<file path="src/rtl/pulse_hs_pkg.sv">
// Shared types and default constants for the pulse_hs_tx block.
// Optional macro: PULSE_HS_TX_TIMEOUT_EN (phase timeout abort).
package pulse_hs_pkg;

  typedef enum logic [1:0] {
    IDLE   = 2'd0,
    REQ_HI = 2'd1,
    ACK_LO = 2'd2
  } hs_state_t;

  localparam int SYNC_STAGES_D = 2;
  localparam int PEND_W_D      = 4;
  localparam int TIMEOUT_CYC_D = 1024;

endpackage

</file>
<file path="src/rtl/sync_nff.sv">
// Parameterized-depth level synchronizer.
// Async active-low reset clears every stage.
module sync_nff #(
  parameter int STAGES = 2
) (
  input  logic clk,
  input  logic rst_n,
  input  logic d,
  output logic q
);

  logic [STAGES-1:0] ff;

  always_ff @(posedge clk or negedge rst_n) begin
    if (!rst_n) begin
      ff <= '0;
    end else begin
      ff <= {ff[STAGES-2:0], d};
    end
  end

  assign q = ff[STAGES-1];

endmodule

</file>
<file path="src/rtl/pulse_hs_tx.sv">
// Pulse-to-4-phase handshake transmitter with pending-event queue.
// Optional macro: PULSE_HS_TX_TIMEOUT_EN adds o_timeout and phase abort.
module pulse_hs_tx
  import pulse_hs_pkg::*;
#(
  parameter int SYNC_STAGES = SYNC_STAGES_D,
  parameter int PEND_W      = PEND_W_D,
  parameter int TIMEOUT_CYC = TIMEOUT_CYC_D
) (
  input  logic              clk,
  input  logic              rst_n,
  input  logic              i_pulse,
  input  logic              i_ack,
  output logic              o_req,
  output logic              o_busy,
  output logic              o_done,
  output logic [PEND_W-1:0] o_pend_cnt,
  output logic              o_overflow
`ifdef PULSE_HS_TX_TIMEOUT_EN
  ,
  output logic              o_timeout
`endif
);

  if (SYNC_STAGES < 2 || SYNC_STAGES > 4 ||
      TIMEOUT_CYC < 2) begin : g_bad_cfg
    $error("pulse_hs_tx: bad parameters");
  end

  localparam logic [PEND_W-1:0] PEND_MAX = '1;

  hs_state_t state;
  logic      ack_s;
  logic      launch;

  sync_nff #(
    .STAGES(SYNC_STAGES)
  ) u_ack_sync (
    .clk  (clk),
    .rst_n(rst_n),
    .d    (i_ack),
    .q    (ack_s)
  );

  // Never start a new phase while the far end still shows ack.
  assign launch = (state == IDLE) && !ack_s &&
                  (i_pulse || (o_pend_cnt != '0));

`ifdef PULSE_HS_TX_TIMEOUT_EN
  localparam int TW = $clog2(TIMEOUT_CYC);
  logic [TW-1:0] tcnt;
  logic          aborted;
  logic          to_hit;
  assign to_hit = (tcnt == TW'(TIMEOUT_CYC - 1));
`endif

  always_ff @(posedge clk or negedge rst_n) begin
    if (!rst_n) begin
      state  <= IDLE;
      o_req  <= 1'b0;
      o_busy <= 1'b0;
      o_done <= 1'b0;
`ifdef PULSE_HS_TX_TIMEOUT_EN
      tcnt      <= '0;
      aborted   <= 1'b0;
      o_timeout <= 1'b0;
`endif
    end else begin
      o_done <= 1'b0;
`ifdef PULSE_HS_TX_TIMEOUT_EN
      o_timeout <= 1'b0;
      tcnt <= (state == IDLE) ? '0 : tcnt + TW'(1);
`endif
      unique case (state)
        IDLE: begin
          if (launch) begin
            state  <= REQ_HI;
            o_req  <= 1'b1;
            o_busy <= 1'b1;
`ifdef PULSE_HS_TX_TIMEOUT_EN
            aborted <= 1'b0;
`endif
          end
        end
        REQ_HI: begin
          if (ack_s) begin
            state <= ACK_LO;
            o_req <= 1'b0;
`ifdef PULSE_HS_TX_TIMEOUT_EN
            tcnt  <= '0;
          end else if (to_hit) begin
            state     <= ACK_LO;
            o_req     <= 1'b0;
            tcnt      <= '0;
            aborted   <= 1'b1;
            o_timeout <= 1'b1;
`endif
          end
        end
        ACK_LO: begin
          if (!ack_s) begin
            state  <= IDLE;
            o_busy <= 1'b0;
`ifdef PULSE_HS_TX_TIMEOUT_EN
            o_done <= !aborted;
            tcnt   <= '0;
          end else if (to_hit) begin
            state     <= IDLE;
            o_busy    <= 1'b0;
            tcnt      <= '0;
            o_timeout <= 1'b1;
`else
            o_done <= 1'b1;
`endif
          end
        end
        default: begin
          state  <= IDLE;
          o_req  <= 1'b0;
          o_busy <= 1'b0;
        end
      endcase
    end
  end

  // A launch with a coincident pulse nets to zero change.
  always_ff @(posedge clk or negedge rst_n) begin
    if (!rst_n) begin
      o_pend_cnt <= '0;
      o_overflow <= 1'b0;
    end else if (launch) begin
      if ((o_pend_cnt != '0) && !i_pulse) begin
        o_pend_cnt <= o_pend_cnt - 1'b1;
      end
    end else if (i_pulse) begin
      if (o_pend_cnt == PEND_MAX) begin
        o_overflow <= 1'b1;
      end else begin
        o_pend_cnt <= o_pend_cnt + 1'b1;
      end
    end
  end

endmodule
</file>
<file path="config.mk">
export PLATFORM = sky130hd
export DESIGN_NAME = pulse_hs_tx
export DESIGN_NICKNAME = d
export VERILOG_FILES = /design/src/rtl/pulse_hs_pkg.sv /design/src/rtl/sync_nff.sv /design/src/rtl/pulse_hs_tx.sv
export SDC_FILE = /design/constraint.sdc
export NUM_CORES = 1
export LEC_CHECK = 0
export ABC_AREA = 1
export BUFFER_PORTS_ARGS = -buffer_cell sky130_fd_sc_hd__buf_2
export CAP_MARGIN = 30
export CORE_AREA = 3 3 40 42
export CTS_CLUSTER_SIZE = 30
export DETAILED_ROUTE_END_ITERATION = 16
export DIE_AREA = 0 0 43 45
export HOLD_SLACK_MARGIN = 0.15
export PLACE_DENSITY = 0.7
export RECOVER_POWER = 50
export SYNTH_ARGS = -nofsm -noshare
export SYNTH_HDL_FRONTEND = slang
export SYNTH_SLANG_ARGS = --single-unit
</file>
<file path="constraint.sdc">
create_clock -name clk -period 2.8 [get_ports clk]
set_input_delay 0.14 -clock clk [delete_from_list [all_inputs] [get_ports clk]]
set_output_delay 0.14 -clock clk [all_outputs]
set_load 0.05 [all_outputs]
</file>
After elaboration in Yosys (flattened, before gate mapping):

Cells that the tools add are included.

* register bits: 12
* input port bits: 4

* equality and inequality tests: 8
* muxes and demuxes: 15
* add/subtract/negate cells: 2
* reductions and logical operators: 14
* bitwise operators: 3

Operators with widths (number)
* $mux 4: 4
* $reduce_and 3->1: 5
* $mux 2: 3
* $ne 2x2->1 const B: 3
* $pmux 1 s3: 2
* $pmux 2 s3: 1
* $mux 1: 5
* $add 4x1->4 const B: 1
* $eq 4x4->1 const B: 1
* $ne 2x1->1 const B: 2
* $reduce_bool 4->1: 1
* $sub 4x1->4 const B: 1
* $logic_and 1x1->1: 3
* $not 1->1: 3
* $eq 2x1->1 const B: 1
* $eq 2x2->1 const B: 1
* $logic_not 1->1: 2
* $logic_not 2->1: 1
* $reduce_bool 2->1: 1
* $logic_or 1x1->1: 1

Longest topological paths before layout:

* depth in word-level cells: 5
* gate-level depth with buffers: 13
* mapped depth without buffers: 13

By module:

A second synthesis with hierarchy kept.

* cells, all modules: 70
* area, all modules: 628.1 µm²

Modules (own cells, without submodules)
* pulse_hs_tx: cells an instance 68, instances 1, area an instance 578.1 µm²
* sync_nff: cells an instance 2, instances 1, area an instance 50.0 µm²

Worst setup path after synthesis:

OpenSTA, ideal clock, no wires.

* path kind: reg2reg
* start point: register o_pend_cnt[1]
* end point: register o_pend_cnt[3]
* path slack: 824 ps
* cell stages (with the launch flop): 13
* arrival: 1858 ps
* cell sequence: dfrtp_1 -> nor2_1 -> nand3_1 -> nand2_2 -> inv_1 -> ha_1 -> nand3_1 -> nand3_1 -> inv_1 -> nand2_2 -> nand3_1 -> nand2_1 -> nand2_1

* word-level cells in the longest chain between the ends: 5
* elaborated cells on any way between the ends: 15
* classes of those cells: add/sub (2); eq/ne (3); mux (4); reduce/logical (6)

RTL lines
* start, declared: line pulse_hs_tx.sv:17 `output logic [PEND_W-1:0] o_pend_cnt,`
* start signal, assigned: line pulse_hs_tx.sv:133 `o_pend_cnt <= o_pend_cnt - 1'b1;`
* start signal, assigned: line pulse_hs_tx.sv:139 `o_pend_cnt <= o_pend_cnt + 1'b1;`
* parallel branches: the longest is 5 deep, another holds $add 4x1->4

Several ways; the timed one is not identified. The select of a mux whose other input is x is not followed.
A chain may end at the register's enable or synchronous reset.

Worst setup path in the final report:

* start point: input port i_pulse
* end point: register o_pend_cnt[3]

* word-level cells in the longest chain between the ends: 4
* elaborated cells on any way between the ends: 9
* classes of those cells: eq/ne (2); mux (1); reduce/logical (6)

RTL lines
* start, declared: line pulse_hs_tx.sv:12 `input logic i_pulse,`
* $logic_or 1x1->1 / $logic_not 1->1 (equally long branches): line pulse_hs_tx.sv:47, pulse_hs_tx.sv:132
* $logic_and 1x1->1, on equally long branches: line pulse_hs_tx.sv:46, pulse_hs_tx.sv:132
* $ne 2x1->1 (no line), or another cell as far along
* $reduce_and 3->1 (no line)

Several ways; a longest one is shown, not always the timed one.

==> results.sh <==
export IMPL_status="finished clean"
export IMPL_dieHeight_um=45
export IMPL_cts_tree="yes"
export IMPL_clkLatencyLatePin_ps=270
export IMPL_hold_class="flip-flop to flip-flop"
export IMPL_synth_area_um2=613
export IMPL_overflow=0
export IMPL_multiInputGateArea_um2=264
export IMPL_max_freq_mhz=531
export IMPL_final_fill_count=118
export IMPL_antenna_left=0
export IMPL_core_area_um2=1280
export IMPL_drive_above_1_share_pct=25.3
export IMPL_grt_first_pass_wirelength_mm=1.84
export IMPL_cp_end_kind="flip-flop"
export IMPL_synth_warnings=0
export IMPL_slew_violations=0
export IMPL_ys_ff_latch=12
export IMPL_synth_enable_flop_cells=0
export IMPL_rsz0062_at_grt="false"
export IMPL_synth_area_leaders="dfrtp_1 (49%), nand2_1 (8.0%), inv_1 (5.5%), ha_1 (4.1%), nand3_1 (4.1%)"
export IMPL_antenna_cells=0
export IMPL_final_nets=96
export IMPL_rows=13
export IMPL_setup_viol=0
export IMPL_layout_cells_non_filler=102
export IMPL_seqCellArea_um2=300
export IMPL_io_buffer_count=11
export IMPL_crit_arrival_ps=2050
export IMPL_cts_made_buffers=3
export IMPL_yosys_top_cells_count="nand2_1 (13), dfrtp_1 (12), inv_1 (9), nor2_1 (6), nand3_1 (5)"
export IMPL_drtPass1Iterations=4
export IMPL_path_max_fanout=6
export IMPL_drv_cap=0
export IMPL_wl_mm=1.11
export IMPL_area_growth_pct=20.4
export IMPL_wl_per_cell_um=10.9
export IMPL_io_pins=12
export IMPL_antenna_found_initial=0
export IMPL_synth_most_common_cell="nand2_1"
export IMPL_cp_required_ps=2960
export IMPL_grt_use_total_pct=13.8
export IMPL_start_util_pct=47.7
export IMPL_syn_nets=77
export IMPL_synth_distinct_cells=18
export IMPL_slew_headroom_pct=58.5
export IMPL_vias=491
export IMPL_fin_skew_ps=7.35
export IMPL_cts_sinks=12
export IMPL_grt_max_degree=13
export IMPL_worstSetupStartpointType="primary input"
export IMPL_die_area_um2=1940
export IMPL_place_hpwl_um=839
export IMPL_vias_per_cell=4.81
export IMPL_syn_inst=70
export IMPL_post_cts_buffers=0
export IMPL_final_hold_violation_count=0
export IMPL_async_reset_ff_share_pct=100
export IMPL_yosysSeqAreaShare_pct=49.0
export IMPL_root_buffer="clkbuf_4"
export IMPL_post_route_period_util_pct=67.2
export IMPL_syn_area_per_cell_um2=8.76
export IMPL_drc_errors=0
export IMPL_drt_iter0_drc=6
export IMPL_synth_ff_type="dfrtp_1"
export IMPL_cts_max_level=1
export IMPL_synth_top_area_share_pct=49.0
export IMPL_critical_path_class="primary input to flip-flop"
export IMPL_dp_cells=96
export IMPL_grt_pass1_vias=444
export IMPL_max_clock_path_buffers=2
export IMPL_path_clk_slew_ps=70
export IMPL_fin_crit_ps=1880
export IMPL_worstMarginPinSlew_ps=623
export IMPL_yosysTopAreaCell="dfrtp_1"
export IMPL_fp_dieW_um=43
export IMPL_finalSetupTns_ps=0
export IMPL_globalplace_congestion=0.706
[worst paths after layout]
check                                    to  slack [ps]              from  cells after the start
hold / removal             u_ack_sync.ff[1]         350  u_ack_sync.ff[0]                      0
setup / recovery              o_pend_cnt[3]         920           i_pulse                     14
setup reg to reg              o_pend_cnt[3]         940     o_pend_cnt[0]                     12
max in group asynchronous     o_pend_cnt[1]        1990             rst_n                      2
hold reg to reg            u_ack_sync.ff[1]         350  u_ack_sync.ff[0]                      0
min in group asynchronous          state[1]         400             rst_n                      2
[critical path, stage by stage]
cell	delay (ps)
dlygate4sd3_1	530
buf_2	140
inv_1	80
nand3_1	110
nand2_2	140
inv_1	80
ha_1	330
nand3_1	90
nand3_1	100
inv_1	50
nand2_2	70
nand3_1	70
nand2_1	60
nand2_1	50
[metrics by stage]
stage	hold WS [ps]	utilization [%]	instance area [µm²]	worst slack, ps
floorplan	-156	-	613	824
global placement	34.7	53.5	687	1000
detailed placement	25.5	53.5	687	945
CTS	263	57.5	739	930
global route	365	57.4	738	742
finish	352	57.4	738	918
[flip-flops by register name, indices dropped and copies added, names as in the netlist]
| register | count |
|---|---|
| u_ack_sync.ff | 2 |
| state | 2 |
| o_done | 1 |
| o_req | 1 |
| o_pend_cnt | 4 |
| o_overflow | 1 |
| o_busy | 1 |
[cell families (layout without fill, tap and decap cells)]
kind of cell / count (synthesis) / in the layout / share of synthesized area, %
compound gates: 8 / 8 / 6.94
xor+xnor: 2 / 2 / 2.86
fa+ha+maj: 3 / 3 / 7.35
buf+inv: 13 / 30 / 7.96
flops: 12 / 12 / 49.0
simple gates: 32 / 32 / 25.9
[area by class of cell]
cell class	instances	area share, %
multi-input cells	45	35.8
repair buffers	14	11.4
well taps	15	2.54
clock buffers	3	3.05
inverters	13	6.61
flip-flops and latches	12	40.7
[placed cells by master, fill, tap and decap left out, types with 3 or more instances in the layout]
master	n
dlygate4sd3_1	3
a21oi_1	4
nor2_1	6
nand3_1	5
nand2_2	3
nand2_1	13
o21ai_0	3
inv_1	10
dfrtp_1	12
clkbuf_4	3
buf_2	10
[timing repair]
item,4_1_cts,5_1_grt
endpoints found under the hold margin,14,0
hold buffers,3,0
gates resized for setup,0,0
[metal layers]
layer | GRT usage (%) | vias to the layer above | wire length, µm
li1 | - | 252 | -
met1 | 16.2 | 226 | 487
met2 | 20.7 | 11 | 543
met3 | 7.17 | 2 | 63
met4 | 7.23 | 0 | 12
met5 | 0 | - | 0
Power is not shown: default switching activity piles up to over one toggle a cycle in this logic, so the estimate is an artifact.
